<file path="config.mk">
export PLATFORM = sky130hd
export DESIGN_NAME = tx_ctrl_flat
export DESIGN_NICKNAME = d
export VERILOG_FILES = /design/src/rtl/tx_pkg.sv /design/src/rtl/tx_ctrl_if.sv /design/src/rtl/tx_bit_timer.sv /design/src/rtl/tx_ctrl.sv /design/src/flat_wrapper.sv
export SDC_FILE = /design/constraint.sdc
export NUM_CORES = 1
export LEC_CHECK = 0
export BUFFER_PORTS_ARGS = -buffer_cell sky130_fd_sc_hd__buf_2
export CORE_UTILIZATION = 25
export DETAILED_ROUTE_END_ITERATION = 16
export HOLD_SLACK_MARGIN = 0.15
export SETUP_SLACK_MARGIN = 0.5
export SKIP_CTS_REPAIR_TIMING = 1
export SYNTH_ARGS = -nofsm -noshare
export SYNTH_HDL_FRONTEND = slang
export SYNTH_SLANG_ARGS = --single-unit
</file>
<file path="constraint.sdc">
create_clock -name clk -period 3.1 [get_ports clk]
set_input_delay 0.31 -clock clk [delete_from_list [all_inputs] [get_ports clk]]
set_output_delay 0.31 -clock clk [all_outputs]
set_load 0.1 [all_outputs]
</file>
<file path="src/rtl/tx_pkg.sv">
// Shared types and constants for the TX sequencer.
package tx_pkg;

    typedef enum logic [1:0] {
        IDLE  = 2'd0,
        LOAD  = 2'd1,
        SHIFT = 2'd2,
        DONE  = 2'd3
    } tx_state_t;

    localparam int TX_WORD_WIDTH = 32;

    // Width of the bit-period counter. It never drops below 1, so that a
    // divide-by-one timer still has a real register to compare against.
    function automatic int clk_cnt_width(input int clks_per_bit);
        return (clks_per_bit <= 1) ? 1 : $clog2(clks_per_bit);
    endfunction

endpackage

</file>
<file path="src/rtl/tx_ctrl_if.sv">
// Upstream word handshake plus the strobes and word sent to the TX shift register.
interface tx_ctrl_if import tx_pkg::*; #(
    parameter int DATA_WIDTH = TX_WORD_WIDTH
) ();

    logic                  data_valid;
    logic [DATA_WIDTH-1:0] data_in;
    logic                  data_ready;
    logic [DATA_WIDTH-1:0] tx_data;
    logic                  load_enable;
    logic                  tx_enable;
    logic                  tx_busy;
    logic                  tx_done;

    // Environment side: offers words and watches the shift-register controls.
    modport master (
        output data_valid, data_in,
        input  data_ready, tx_data, load_enable, tx_enable, tx_busy, tx_done
    );

    // Controller side.
    modport slave (
        input  data_valid, data_in,
        output data_ready, tx_data, load_enable, tx_enable, tx_busy, tx_done
    );

endinterface

</file>
<file path="src/rtl/tx_bit_timer.sv">
// Bit-period divider: counts 0..CLKS_PER_BIT-1 while enabled and strobes on
// the terminal count, so each serial bit is held for exactly CLKS_PER_BIT clocks.
module tx_bit_timer import tx_pkg::*; #(
    parameter int CLKS_PER_BIT = 8
) (
    input  logic clk,
    input  logic n_rst,
    input  logic clear_i,
    input  logic enable_i,
    output logic strobe_o
);

    localparam int              CNT_W    = clk_cnt_width(CLKS_PER_BIT);
    localparam logic [CNT_W-1:0] CNT_LAST = CNT_W'(CLKS_PER_BIT - 1);

    logic [CNT_W-1:0] clk_cnt_q;
    logic [CNT_W-1:0] clk_cnt_d;

    // Next count: clear wins, otherwise advance and wrap at the terminal value.
    always_comb begin
        clk_cnt_d = clk_cnt_q;
        if (clear_i) begin
            clk_cnt_d = '0;
        end else if (enable_i) begin
            clk_cnt_d = (clk_cnt_q == CNT_LAST) ? '0 : clk_cnt_q + CNT_W'(1);
        end
    end

    // Counter register.
    always_ff @(posedge clk or negedge n_rst) begin
        if (!n_rst) begin
            clk_cnt_q <= '0;
        end else begin
            clk_cnt_q <= clk_cnt_d;
        end
    end

    // Strobe is decoded from the registered count only.
    assign strobe_o = enable_i && (clk_cnt_q == CNT_LAST);

endmodule

</file>
<file path="src/rtl/tx_ctrl.sv">
// Transmit sequencer: accepts a word in IDLE, strobes a parallel load, then
// issues DATA_WIDTH shift strobes one bit period apart and pulses tx_done.
// Every output is either a register or a decode of registered state, so no
// combinational path exists from data_valid to any output.
module tx_ctrl import tx_pkg::*; #(
    parameter int DATA_WIDTH   = TX_WORD_WIDTH,
    parameter int CLKS_PER_BIT = 8
) (
    input  logic       clk,
    input  logic       n_rst,
    tx_ctrl_if.slave   bus
);

    localparam int               BIT_W    = $clog2(DATA_WIDTH + 1);
    localparam logic [BIT_W-1:0] BIT_LAST = BIT_W'(DATA_WIDTH - 1);

    tx_state_t             state_q, state_d;
    logic [BIT_W-1:0]      bit_cnt_q, bit_cnt_d;
    logic [DATA_WIDTH-1:0] tx_data_q, tx_data_d;
    logic                  timer_clear;
    logic                  timer_en;
    logic                  bit_strobe;

    // The divider only runs in SHIFT and sits at zero everywhere else, so the
    // first bit period starts cleanly on the cycle after LOAD.
    assign timer_clear = (state_q != SHIFT);
    assign timer_en    = (state_q == SHIFT);

    tx_bit_timer #(
        .CLKS_PER_BIT (CLKS_PER_BIT)
    ) u_bit_timer (
        .clk      (clk),
        .n_rst    (n_rst),
        .clear_i  (timer_clear),
        .enable_i (timer_en),
        .strobe_o (bit_strobe)
    );

    // Next state, bit counter and word capture.
    always_comb begin
        state_d   = state_q;
        bit_cnt_d = bit_cnt_q;
        tx_data_d = tx_data_q;
        case (state_q)
            IDLE: begin
                // data_ready is implied by IDLE, so valid alone completes the handshake.
                if (bus.data_valid) begin
                    tx_data_d = bus.data_in;
                    state_d   = LOAD;
                end
            end
            LOAD: begin
                bit_cnt_d = '0;
                state_d   = SHIFT;
            end
            SHIFT: begin
                if (bit_strobe) begin
                    bit_cnt_d = bit_cnt_q + BIT_W'(1);
                    if (bit_cnt_q == BIT_LAST) begin
                        state_d = DONE;
                    end
                end
            end
            DONE: begin
                state_d = IDLE;
            end
            default: begin
                state_d = IDLE;
            end
        endcase
    end

    // State, counter and word registers; reset discards any word in flight.
    always_ff @(posedge clk or negedge n_rst) begin
        if (!n_rst) begin
            state_q   <= IDLE;
            bit_cnt_q <= '0;
            tx_data_q <= '0;
        end else begin
            state_q   <= state_d;
            bit_cnt_q <= bit_cnt_d;
            tx_data_q <= tx_data_d;
        end
    end

    // Output decode from registered state; load and shift come from disjoint states.
    always_comb begin
        bus.data_ready  = (state_q == IDLE);
        bus.load_enable = (state_q == LOAD);
        bus.tx_enable   = bit_strobe;
        bus.tx_busy     = (state_q == LOAD) || (state_q == SHIFT);
        bus.tx_done     = (state_q == DONE);
        bus.tx_data     = tx_data_q;
    end

endmodule

</file>
<file path="src/flat_wrapper.sv">
// flat-port wrapper written by rule: the top's interface ports become plain ports
module tx_ctrl_flat import tx_pkg::*;
#(
    parameter int DATA_WIDTH   = TX_WORD_WIDTH,
    parameter int CLKS_PER_BIT = 8
)
  (clk, n_rst, bus_data_valid, bus_data_in, bus_data_ready, bus_tx_data, bus_load_enable, bus_tx_enable, bus_tx_busy, bus_tx_done);
  tx_ctrl_if #(.DATA_WIDTH(DATA_WIDTH)) bus_i ();
  input  logic clk;
  input  logic n_rst;
  input wire logic [$bits(bus_i.data_valid)-1:0] bus_data_valid;
  input wire logic [$bits(bus_i.data_in)-1:0] bus_data_in;
  output wire logic [$bits(bus_i.data_ready)-1:0] bus_data_ready;
  output wire logic [$bits(bus_i.tx_data)-1:0] bus_tx_data;
  output wire logic [$bits(bus_i.load_enable)-1:0] bus_load_enable;
  output wire logic [$bits(bus_i.tx_enable)-1:0] bus_tx_enable;
  output wire logic [$bits(bus_i.tx_busy)-1:0] bus_tx_busy;
  output wire logic [$bits(bus_i.tx_done)-1:0] bus_tx_done;
  assign bus_i.data_valid = bus_data_valid;
  assign bus_i.data_in = bus_data_in;
  assign bus_data_ready = bus_i.data_ready;
  assign bus_tx_data = bus_i.tx_data;
  assign bus_load_enable = bus_i.load_enable;
  assign bus_tx_enable = bus_i.tx_enable;
  assign bus_tx_busy = bus_i.tx_busy;
  assign bus_tx_done = bus_i.tx_done;
  tx_ctrl #(.DATA_WIDTH(DATA_WIDTH), .CLKS_PER_BIT(CLKS_PER_BIT)) u_core (.clk(clk), .n_rst(n_rst), .bus(bus_i));
endmodule
</file>
---- After elaboration in Yosys (flattened, before gate mapping) ----
Index checks and enable logic that the tools add are counted.
Widths: inputs -> output; s select.
storage, ports and cells
  register bits after elaboration ......... 43
operators by class
  add/sub/neg operators ................... 2
  eq/ne operators ......................... 9
  multiplexer cells ....................... 9
  reduce and logical (&&, ||, !) cells .... 8
operator list
  kind                 number
  $pmux 6 s2           1
  $mux 3               3
  $pmux 2 s4           1
  $add 6x1->6 const B  1
  $eq 6x5->1 const B   1
  $mux 2               3
  $mux 6               1
  $ne 2x2->1 const B   3
  $eq 2x2->1 const B   2
  $reduce_and 2->1     2
  $reduce_bool 2->1    2
  $add 3x1->3 const B  1
  $eq 3x3->1 const B   1
  $reduce_and 3->1     1
  $eq 2x1->1 const B   1
  $logic_not 2->1      1
  $ne 2x1->1 const B   1
  $logic_and 1x1->1    1
  $logic_or 1x1->1     1

---- Logic depth before layout (Yosys ltp) ----
Gate-level depths: netlist (run 1).
  word-level depth ........................ 4
  mapped depth ............................ 7
  depth with buffers taken out ............ 6

---- Hierarchy ----
From an unflattened synthesis (run 1), not the netlist that was laid out.
second synthesis, totals
  cells, all modules ...................... 133
  area total of the unflattened synthesis .. 1853.0 µm²
modules (own cells, without submodules)
  module        times used  cells each  area an instance (µm²)
  tx_ctrl       1           119         1690.4
  tx_bit_timer  1           14          162.7

---- Worst setup path after synthesis (run 1) ----
No wires, ideal clock.
  path type ............................... register to register
  from .................................... register u_core.state_q[0]
  to ...................................... register u_core.tx_data_q[0], in the netlist u_core.bus.tx_data[0]
  arrival ................................. 2073 ps
  required time ........................... 2974 ps
  setup slack ............................. 901 ps
  cell stages (with the launch flop) ...... 6
  path buffers ............................ 1
  period minus slack after synthesis ...... 2199 ps
  path through ............................ dfrtp_1 inv_1 ha_1 nand2_1 buf_2 mux2_2
between the ends
  longest elaborated chain between the ends .. 2
RTL lines
  element                     line                RTL
  start: declaration          tx_ctrl.sv:17       tx_state_t state_q, state_d;
  start signal: assignment    tx_ctrl.sv:80       state_q <= state_d;
  $logic_not 2->1             -
  named net bus_data_ready    flat_wrapper.sv:13  output wire logic [$bits(bus_i.data_ready)-1:0] bus_data_ready;
  $reduce_and 2->1 (no line)  -
  end signal: assignment      tx_ctrl.sv:82       tx_data_q <= tx_data_d;
  end: declaration            tx_ctrl.sv:19       logic [DATA_WIDTH-1:0] tx_data_q, tx_data_d;
The timed path passes the listed nets, and every way through them passes these cells.
A chain may end at the register's enable or synchronous reset.

---- Worst setup path after layout (run 1) ----
  from .................................... register u_core.state_q[0]
  to ...................................... output port bus_tx_enable
between the ends
  longest elaborated chain between the ends .. 2
RTL lines
  element            line                RTL
  $eq 2x2->1         tx_ctrl.sv:27       assign timer_en = (state_q == SHIFT);
  $logic_and 1x1->1  tx_bit_timer.sv:39  assign strobe_o = enable_i && (clk_cnt_q == CNT_LAST);
  end: declaration   flat_wrapper.sv:16  output wire logic [$bits(bus_i.tx_enable)-1:0] bus_tx_enable;
No other way between the ends.

==> results of run 1 <==
==> critical path, delay by kind of cell, from the launching register on <==
kind	cells	cell delay, ps
buf+inv	2	530
fa+ha+maj	1	440
flops	1	420
simple gates	1	190
==> path summary, 6_finish.rpt <==
path                                                 startpoint                              end
worst min register to register  u_core.u_bit_timer.clk_cnt_q[0]  u_core.u_bit_timer.clk_cnt_q[0]
worst min-delay path                                      n_rst  u_core.u_bit_timer.clk_cnt_q[0]
max in group asynchronous                                 n_rst           u_core.bus.tx_data[17]
worst max register to register                u_core.state_q[0]            u_core.bus.tx_data[4]
worst max-delay path                          u_core.state_q[0]                    bus_tx_enable
min in group clk                                bus_data_in[30]           u_core.bus.tx_data[30]
==> routing by layer <==
layer | global-route usage, % | up-vias
li1 | - | 587
met1 | 11.0 | 611
met2 | 15.5 | 40
met3 | 2.83 | 2
met4 | 3.58 | 0
met5 | 0 | -
==> layout make-up <==
cell class	count	area, um^2
Inverter	2	7.51
Clock buffer	5	68.8
Timing Repair Buffer	72	363
Sequential cell	43	1080
Clock inverter	3	15.0
Fill cell	725	4600
Multi-Input combinational cell	78	736
Tap cell	96	120
==> layout by cell type, fill, tap and decap left out, types with 2 or more instances in the layout <==
cell      Yosys  final
buf_2         3     71
dfrtp_1      43     43
mux2_2       33     33
ha_1          8      8
nand2_1       7      7
clkbuf_8      0      5
nor2_1        4      4
o21ai_0       4      4
xnor2_1       3      3
clkinv_2      0      3
inv_1         2      2
nor3b_1       2      2
and2_1        2      2
xor2_1        2      2
nand2b_1      2      2
==> state kept, by name, indices dropped and copies added (netlist names) <==
register                      flops
u_core.bus.tx_data               32
u_core.bit_cnt_q                  6
u_core.u_bit_timer.clk_cnt_q      3
u_core.state_q                    2
==> cell families after synthesis <==
kind of cell	Yosys count	synth area share, %
AO/OA/AOI/OAI	9	3.18
XOR/XNOR	5	2.37
adder cells (fa/ha/maj)	8	5.41
buffers and inverters	7	2.03
flip-flops	43	58.2
multiplexers	33	20.1
AND/OR/NAND/NOR	23	8.73
==> stage by stage <==
step           hold WS (ps)  area, um^2  setup WS (ps)
3_5_place_dp            448        2300           1190
2_1_floorplan          14.4        1850            901
5_1_grt                 233        2390            734
3_3_place_gp            433        2300           1250
4_1_cts                 212        2390            877
6_report                155        2390            915
==> summary.md, run 1 <==
| Metric | Value |
|---|---|
| Yosys warnings | 0 |
| Clk_skew | 5.73 ps |
| Setup violations, final | 0 |
| Post-layout minimum cycle time | 2190 ps |
| Seq/Total Area, Yosys | 58.2% |
| Setup crit end kind | primary output |
| Synth area leaders | dfrtp_1 58%, mux2_2 20%, ha_1 5.4% |
| CTS tree | yes |
| Most common cell in the netlist | dfrtp_1 |
| Final Slew Violations | 0 |
| Post-Layout Cell Count | 299 |
| Largest area contributor in the netlist | dfrtp_1 |
| Max incr delay on CP | 440 ps |
| Fmax | 0.458 GHz |
| Die H | 88.0 um |
| Total grt overflow | 0 |
| Crit path launch type | register |
| Slew @ Worst Pin | 947 ps |
| Root Driver | clkbuf_8 |
| Share of the synthesized area in the top cell type | 58.2% |
| Worst Path Required | 2790 ps |
| Core Rows | 30 |
| Final GP Congestion | 0.698 |
| Port-buffer cells | 71 |
| Crit-path cells | inv_1, ha_1, and2_1, buf_2 |
| Arr. time, crit path | 1880 ps |
| Final core area utilization | 34.2% |
| Vias in the first global route | 1,173 |
| Iter 0 DRT Violations | 8 |
| Largest net degree at the start of global routing | 44 |
| Reg2reg path depth | 5 |
| Max cap viols | 0 |
| Final Net Count | 245 |
| Most used DFF post-synth | dfrtp_1 |
| Worst skew pair latency | 290 ps |
| Synthesized net count | 171 |
| Ys async rst share | 100% |
| Die X | 88.0 um |
| First-pass GRT wire length | 5.36 mm |
| Layout area overhead | 29.0% |
| Commonest cells post-synth | 43 x dfrtp_1, 33 x mux2_2, 8 x ha_1, 7 x nand2_1 |
| Synth Area per Inst | 14.4 um^2 |
| CP max FO | 16 |
| Mapped Cells | 128 |
| Final wirelength | 3.39 mm |
| CTS sink cnt | 43 |
| # H-tree levels | 2 |
| Post-synth EDFFs | 0 |
| DR top layer | met4 |
| Final hold violation count | 0 |
| Vias per cell | 4.15 |
| Wirelength per Cell | 11.3 um |
| Crit share post-route | 70.5% |
| Crit Path Class | register to primary output |
| Synthesized cell area | 0.00185 mm^2 |
| Status | finished clean |
| Cell count after placement | 291 |
| Ports | 72 |
| Routed metal-1 wire length | 1.54 mm |
| CTS max path bufs | 2 |
| WL met2 | 1.64 mm |
| Post-synth cell types | 26 |
| Clk pin slew, worst setup/hold paths | 80 ps |
| Reg2Reg Setup Slack | 1290 ps |
| Slowest cell on crit path | ha_1 |
| HP Class | input port to async pin |
| CTS Buf Count | 5 |
| Via count | 1,240 |
| RSZ-0062 raised after global routing | no |
| Share of cells above drive strength 1 | 57.6% |
| Initial antenna violation count | 0 |
| Core Region | 0.00698 mm^2 |
| WL met3 | 193 um |
| Total track usage | 9.22% |
| Die ar. | 0.00774 mm^2 |
| Post-route ant nets | 0 |
| Initial core utilization | 26.5% |
| Final setup TNS | 0 ps |
| Drc violations | 0 |
| Inserted Diodes | 0 |
| Placed wire-length estimate | 2.44 mm |
| Worst slew margin | 36.9% |
| Drt pass-1 iters | 3 |
| Flops & latches, synth | 43 |
Power of run 1 is not shown: default switching activity piles up to over one toggle a cycle in this logic, so the estimate is an artifact.
==> run 2: changes to the inputs <==
Clock period 3.1 ns to 1.9 ns, I/O delays scaled along.
==> run 2 against run 1 <==
Flip-flop and latch count stayed put. Register-to-register slack worse by 930 ps. Final area is 30% higher. Routed wire length is 30% higher. First-iteration DRC count is 38% higher. Worst hold slack better by 200 ps. Sequential share of layout area is 10 points lower. Clock skew is 2.2 ps higher. Count of clock-buffer cells in the layout is 2 higher.
==> summary.md, run 2 (synthesized netlist as in run 1, its figures left out) <==
| Metric | Value |
|---|---|
| Status | finished clean |
| Drt pass-1 iters | 4 |
| Die H | 88.0 um |
| Vias in the first global route | 1,097 |
| CTS max path bufs | 2 |
| Post-layout minimum cycle time | 1540 ps |
| Die ar. | 0.00774 mm^2 |
| Total grt overflow | 0 |
| CTS tree | yes |
| Slowest cell on crit path | dfrtp_1 |
| Share of cells above drive strength 1 | 58.4% |
| Max FFs per register | 32 |
| Reg-to-reg endpoint | u_core.bit_cnt_q[5] |
| Wirelength per Cell | 12.5 um |
| Final setup TNS | 0 ps |
| Worst slew margin | 63.9% |
| Post-route ant nets | 0 |
| Ports | 72 |
| Core Region | 0.00698 mm^2 |
| Max cap viols | 0 |
| Clk pin slew, worst setup/hold paths | 80 ps |
| Layout area overhead | 68.1% |
| Reg2Reg Setup Slack | 360 ps |
| Port-buffer cells | 71 |
| Drc violations | 0 |
| Inserted Diodes | 0 |
| CP max FO | 5 |
| Die X | 88.0 um |
| Crit-path cells | ha_2, ha_4, buf_4, nand4_4, nor2_1, xor2_1, a22o_2 |
| CTS Buf Count | 5 |
| CP delay by family, top | flip-flops |
| Worst flop-to-flop path startpoint | u_core.u_bit_timer.clk_cnt_q[0] |
| Total track usage | 9.16% |
| RSZ-0062 raised after global routing | yes |
| First-pass GRT wire length | 5.29 mm |
| Arr. time, crit path | 1730 ps |
| Iter 0 DRT Violations | 11 |
| Worst skew pair latency | 290 ps |
| CTS sink cnt | 43 |
| Final wirelength | 4.39 mm |
| Max incr delay on CP | 390 ps |
| Reg2reg path depth | 7 |
| Via count | 1,445 |
| Setup crit end kind | register |
| Final hold violation count | 0 |
| Endpoint, Worst Hold | u_core.bus.tx_data[15] |
| Setup violations, final | 0 |
| Initial antenna violation count | 0 |
| Most frequent cells in the layout | 67 x buf_2, 41 x dfrtp_1, 33 x mux2_2, 33 x dlygate4sd3_1, 14 x buf_4 |
| Slew @ Worst Pin | 541 ps |
| Commonest non-fill, non-tap cell in the layout | buf_2 |
| Crit path launch type | register |
| Crit share post-route | 81.1% |
| Final GP Congestion | 0.719 |
| Filler Cell Count | 662 |
| Fmax | 0.649 GHz |
| Clk_skew | 7.95 ps |
| # H-tree levels | 2 |
| HP Class | input port to register |
| Worst Path Required | 2090 ps |
| Worst hold stages | 3 |
| Placed wire-length estimate | 2.55 mm |
| Final Slew Violations | 0 |
| WP buf/inv | 1 |
| Vias per cell | 4.12 |
| Final Net Count | 297 |
| Initial core utilization | 26.5% |
| Core Rows | 30 |
| Largest net degree at the start of global routing | 26 |
| Root Driver | clkbuf_8 |
| Hold path start | bus_data_valid |
| Crit Path Class | register to register |
run 2: routing by layer:
layer	track usage [%]	up-vias	share of wire [%]	routed length, um
met2	15.5	42	54	2370
li1	-	691	-	-
met3	2.83	5	4.4	195
met4	4.02	0	0.82	36
met5	0	-	0	0
met1	10.7	707	41	1790
run 2: stage by stage:
stage	setup WS, ps	hold WS (ps)	instance area, um^2	instances	util [%]
global route	302	359	3110	351	44.5
finish	359	351	3110	351	44.5
global placement	349	203	2390	292	34.2
detailed placement	312	209	2390	292	34.2
floorplan	398	-106	1900	128	-
CTS	8.47	-115	2490	300	35.7
run 2: worst register-to-register path, stage by stage, from the launching register on:
cell and delay [ps]:
dfrtp_1 390, ha_2 190, ha_4 180, buf_4 140, nand4_4 90, nor2_1 60, xor2_1 140, a22o_2 250
run 2: how the worst max path moves through the flow:
stage                                    startpoint                   to  slack (ps)  cells after the start
finish              u_core.u_bit_timer.clk_cnt_q[0]  u_core.bit_cnt_q[5]         360                      7
global route        u_core.u_bit_timer.clk_cnt_q[0]  u_core.bit_cnt_q[5]         300                      7
CTS                               u_core.state_q[0]        bus_tx_enable           8                      4
detailed placement  u_core.u_bit_timer.clk_cnt_q[0]    u_core.state_q[1]         310                      6
global placement                  u_core.state_q[0]        bus_tx_enable         350                      4
floorplan                         u_core.state_q[1]  u_core.bit_cnt_q[4]         400                      4
run 2: final cells by class:
type / instances / area [um^2] / share of cell area, %
inverters: 2 / 12.5 / 0.403
clock inverters: 1 / 7.51 / 0.242
repair buffers: 124 / 967 / 31.1
well taps: 96 / 120 / 3.86
clock buffers: 7 / 96.3 / 3.10
multi-input cells: 78 / 826 / 26.6
flip-flops and latches: 43 / 1080 / 34.7
Power of run 2 is left out for the same reason.
